**src/rtl/tcsr_multi.sv**
```systemverilog
// Multi-channel timer control/status register block: CTRL/STAT/IE/OVR
// registers with write-1-to-clear flags, DTC clear path and level or
// pulse interrupt output.
module tcsr_multi #(
  parameter int unsigned NUM_CH    = 4,
  parameter int unsigned DATA_W    = 16,
  parameter int unsigned IRQ_PULSE = 0
) (
  input  logic                  i_clk_sys,
  input  logic                  i_rst_n,
  input  logic                  i_wren,
  input  logic [1:0]            i_addr,
  input  logic [DATA_W-1:0]     i_wdata,
  output logic [DATA_W-1:0]     o_rdata,
  input  logic                  i_overflow,
  input  logic [NUM_CH-1:0]     i_cm,
  input  logic                  i_disel_n,
  input  logic [NUM_CH-1:0]     i_dtc_ack,
  output logic [2*NUM_CH-1:0]   o_os,
  output logic                  o_adte,
  output logic                  o_irq
);

  // Flag vector width (CMF per channel plus OVF) and CTRL width (OS fields plus ADTE).
  localparam int unsigned FLAG_W = NUM_CH + 1;
  localparam int unsigned CTRL_W = 2 * NUM_CH + 1;

  localparam logic [1:0] ADDR_CTRL = 2'd0;
  localparam logic [1:0] ADDR_STAT = 2'd1;
  localparam logic [1:0] ADDR_IE   = 2'd2;
  localparam logic [1:0] ADDR_OVR  = 2'd3;

  // Reject configurations whose registers do not fit the bus.
  generate
    if (NUM_CH < 1 || NUM_CH > 7 || CTRL_W > DATA_W) begin : g_bad_cfg
      $error("tcsr_multi: illegal NUM_CH/DATA_W combination");
    end
  endgenerate

  logic [CTRL_W-1:0] ctrl_q, ctrl_d;
  logic [FLAG_W-1:0] stat_q, stat_d;
  logic [FLAG_W-1:0] ie_q, ie_d;
  logic [FLAG_W-1:0] ovr_q, ovr_d;
  logic              irq_lvl, irq_lvl_q;

  logic [FLAG_W-1:0] ev;
  logic [FLAG_W-1:0] stat_clr;
  logic [FLAG_W-1:0] ovr_clr;

  // Upper write-data bits have no storage behind them.
  logic unused_wdata;
  assign unused_wdata = ^i_wdata;

  // Next-state: events beat clears; overrun only when the flag survives the cycle.
  always_comb begin
    ev       = {i_overflow, i_cm};
    stat_clr = '0;
    ovr_clr  = '0;
    ctrl_d   = ctrl_q;
    ie_d     = ie_q;
    if (i_wren && i_addr == ADDR_STAT) stat_clr = i_wdata[FLAG_W-1:0];
    if (!i_disel_n)                    stat_clr = stat_clr | {1'b0, i_dtc_ack};
    if (i_wren && i_addr == ADDR_OVR)  ovr_clr  = i_wdata[FLAG_W-1:0];
    if (i_wren && i_addr == ADDR_CTRL) ctrl_d   = i_wdata[CTRL_W-1:0];
    if (i_wren && i_addr == ADDR_IE)   ie_d     = i_wdata[FLAG_W-1:0];
    stat_d = ev | (stat_q & ~stat_clr);
    ovr_d  = (ev & stat_q & ~stat_clr) | (ovr_q & ~ovr_clr);
  end

  // Register state with asynchronous clear.
  always_ff @(posedge i_clk_sys or negedge i_rst_n) begin
    if (!i_rst_n) begin
      ctrl_q    <= '0;
      stat_q    <= '0;
      ie_q      <= '0;
      ovr_q     <= '0;
      irq_lvl_q <= 1'b0;
    end else begin
      ctrl_q    <= ctrl_d;
      stat_q    <= stat_d;
      ie_q      <= ie_d;
      ovr_q     <= ovr_d;
      irq_lvl_q <= irq_lvl;
    end
  end

  // Interrupt level from registered state; pulse mode emits only rising edges.
  assign irq_lvl = |(stat_q & ie_q);
  assign o_irq   = (IRQ_PULSE != 0) ? (irq_lvl & ~irq_lvl_q) : irq_lvl;

  assign o_os   = ctrl_q[2*NUM_CH-1:0];
  assign o_adte = ctrl_q[2*NUM_CH];

  // Zero-latency read mux; unmapped bits read as zero.
  always_comb begin
    o_rdata = '0;
    case (i_addr)
      ADDR_CTRL: o_rdata = DATA_W'(ctrl_q);
      ADDR_STAT: o_rdata = DATA_W'(stat_q);
      ADDR_IE:   o_rdata = DATA_W'(ie_q);
      default:   o_rdata = DATA_W'(ovr_q);
    endcase
  end

endmodule

```
**config.mk**
```make
export PLATFORM = sky130hd
export DESIGN_NAME = tcsr_multi
export DESIGN_NICKNAME = d
export VERILOG_FILES = /design/src/rtl/tcsr_multi.sv
export SDC_FILE = /design/constraint.sdc
export NUM_CORES = 1
export LEC_CHECK = 0
export BUFFER_PORTS_ARGS = -buffer_cell sky130_fd_sc_hd__buf_4
export CORE_MARGIN = 2
export CORE_UTILIZATION = 40
export CTS_CLUSTER_DIAMETER = 150
export DETAILED_ROUTE_END_ITERATION = 7
export PLACE_DENSITY = 0.69
export SLEW_MARGIN = 30
export SYNTH_ARGS = -nofsm -noshare
export SYNTH_HDL_FRONTEND = slang
export SYNTH_SLANG_ARGS = --single-unit
```
**constraint.sdc**
```tcl
create_clock -name i_clk_sys -period 1.3 [get_ports i_clk_sys]
set_input_delay 0.195 -clock i_clk_sys [delete_from_list [all_inputs] [get_ports i_clk_sys]]
set_output_delay 0.195 -clock i_clk_sys [all_outputs]
set_load 0.01 [all_outputs]
```
==> run metrics <==
Startpoint Class=flip-flop; initial DRC count=24; grt met3 use=2.10%; failing checks=negative setup slack; Worst IR Drop VDD=between 0.0005 and 0.0006 V; RR Endpoint=ovr_q[1]; Reg2Reg Setup Slack=0.26 ns; clk_skew=0.000366 ns; Num Clock Sinks=24; Design Area, Final=1810 um2; synth unique cells=21; Worst Path Max Fanout=3; Buf/Inv on CP=1; synth warn=0; overall routing resource usage=16.3%; met2 Resource Use GR=28.7%; Place WS=~0.0077 ns; fmax=approximately 640 MHz; top-count cell post-synth=dfrtp_1; FF+latch count, synth=24; Setup Crit Path Kind=flip-flop to output pin; Post-synth top cells=dfrtp_1 (24), buf_4 (9), mux2_4 (9), and2_1 (8); Vias=roughly 1k; starting density of the core=42.7%; first-pass GRT wire length=around 4.4 mm; Die Ht=61.3 um; Detailed Place HPWL=around 2.1 mm; Via density=a little over 5; CTS H-tree depth=1; FF-to-FF path depth=3; Yosys top cell area share=a little under half; die area=between 3000 and 4000 um2; Pre-antenna DRT Iters=4; FF-to-FF Start=stat_q[1]; n_diodes=0; Tmin final=between 1.5 and 2 ns; sequential-to-total area share from yosys stat=45.7%; hold path start=i_cm[1]; largest net degree at the start of global routing=25; clk_lat worst skew=around 0.32 ns; Hold Fails Final Rpt=0; synthesized area=approximately 1300 um2; Setup crit start=ie_q[0]; Rows=20; Synth Instances=between 90 and 100; post-DR wirelength/cell=approximately 15 um; Max-Cap Viols=0; Clock Pin Slew Worst Setup and Hold Paths=approximately 0.14 ns; antenna violations before repair=0; drt drc=0; Post-synth EDFFs=0; core area=3080 um2; grt ovf=0; Async S/R FF share, synth=100%; Slowest-stage cell, CP=dfrtp_1; CTS Buf Count=3; overall power=0.00201 W; Final #Nets=about 180; outcome=finished with violations; placement-stage cell area=about 1700 um2; worst path cell trace=a222oi_1 > nand2_1 > buf_4; clk buf depth=2; period utilisation layout=120%; CTS tree=yes; Primary FF master, synth=dfrtp_1; Cell Pwr Density=around 1100 nW/um2; I/O Pins=57; CP required=between 1 and 1.5 ns; placer's final routability congestion estimate=0.760; vias in the first global route=a little over 1k; top post-synthesis cells by area=dfrtp_1 (46%), mux2_4 (10%), mux4_2 (8.6%); max-slew violations=0; hold path endpoint=stat_q[1]; HP Class=input pin to flip-flop; buffers added on ports=42; Core Util, Final=around three fifths; synthesis-to-layout area growth=37.4%; WL final=approximately 2.9 mm; Critical Path AT=between 1 and 1.5 ns; Setup violations, final=6; Final ANT Viol Nets=0; Synth area leader=dfrtp_1; Largest delay share family, worst path=flip-flops; critical path capture point type=output pin; Most Crowded Layer GR=met2; worst stage delay on the critical path=~0.42 ns; average size of a mapped cell=13.8 um2; worst setup margin=-0.264 ns; P_leak=just over 0.8 nW; layout cell share with drive strength beyond 1=a little under 60%; M1 GR Usage=20.6%; clk root buf=clkbuf_4; hold depth=2; Die W=61.3 um; RSZ-0062 raised after global routing=yes
power breakdown:
part	internal, W	total, W	switching [W]
Combinational	0.000438	0.000690	0.000252
Clock	0.000171	0.000400	0.000229
Sequential	0.000853	0.000923	0.0000693
Total	0.00146	0.00201	0.000550
cell families (layout without fill, tap and decap cells):
group           count (synthesis)  in the layout  share of synthesized area [%]
buf+inv                        13             64                           8.09
compound gates                 12             12                           8.37
flops                          24             24                           45.7
simple gates                   26             26                           14.5
other cells                     1              7                          0.285
mux                            19             19                           23.1
registers in the layout, indices dropped and copies added, names as in the netlist:
signal	flops
stat_q	5
ctrl_q	9
ie_q	5
ovr_q	5
layout by cell type, fill, tap and decap left out, types with 5 or more instances in the layout:
cell / netlist / layout
nand4b_1: 5 / 5
dfrtp_1: 24 / 24
a32o_1: 5 / 5
nand4_1: 5 / 5
and2_1: 8 / 8
mux2_4: 9 / 9
buf_4: 9 / 53
mux2_2: 5 / 5
conb_1: 1 / 7
buf_6: 3 / 5
mux4_2: 5 / 5
layout make-up:
cell class	count	area [um2]
clock buffers	4	36.3
fillers	275	1270
multi-input cells	64	631
flip-flops and latches	24	601
well taps	44	55.1
repair buffers	60	484
metrics by stage:
stage,instances,setup TNS (ns),hold slack (ns)
2_1_floorplan,101,0,-0.101
3_3_place_gp,180,0,0.109
3_5_place_dp,180,0,0.112
4_1_cts,195,-1.54,0.0514
5_1_grt,196,-1.77,0.0453
6_report,196,-1.48,0.0576
worst max-delay path by stage:
stage / endpoint / cells after the start / slack, ns
after floorplan: o_rdata[0] / 1 / 0.21
after global placement: o_rdata[0] / 3 / 0.02
after detailed placement: o_rdata[0] / 3 / 0.008
after CTS: o_irq / 3 / -0.29
after global routing: o_irq / 3 / -0.33
final: o_irq / 3 / -0.26
repair_timing:
item	in CTS	in global routing
resized for setup	5	0
setup endpoints to repair	6	6
endpoints found under the hold margin	24	0
setup buffers	10	1
pin swaps	1	1
hold buffers	1	0
layer usage:
metal  vias to the layer above  part of all wire (%)
met1                       495                    43
met3                         6                   5.8
met2                        42                    49
met5                         -                     0
met4                         0                   2.0
li1                        463                     -
Note: power is estimated with default switching activity, not from simulation.
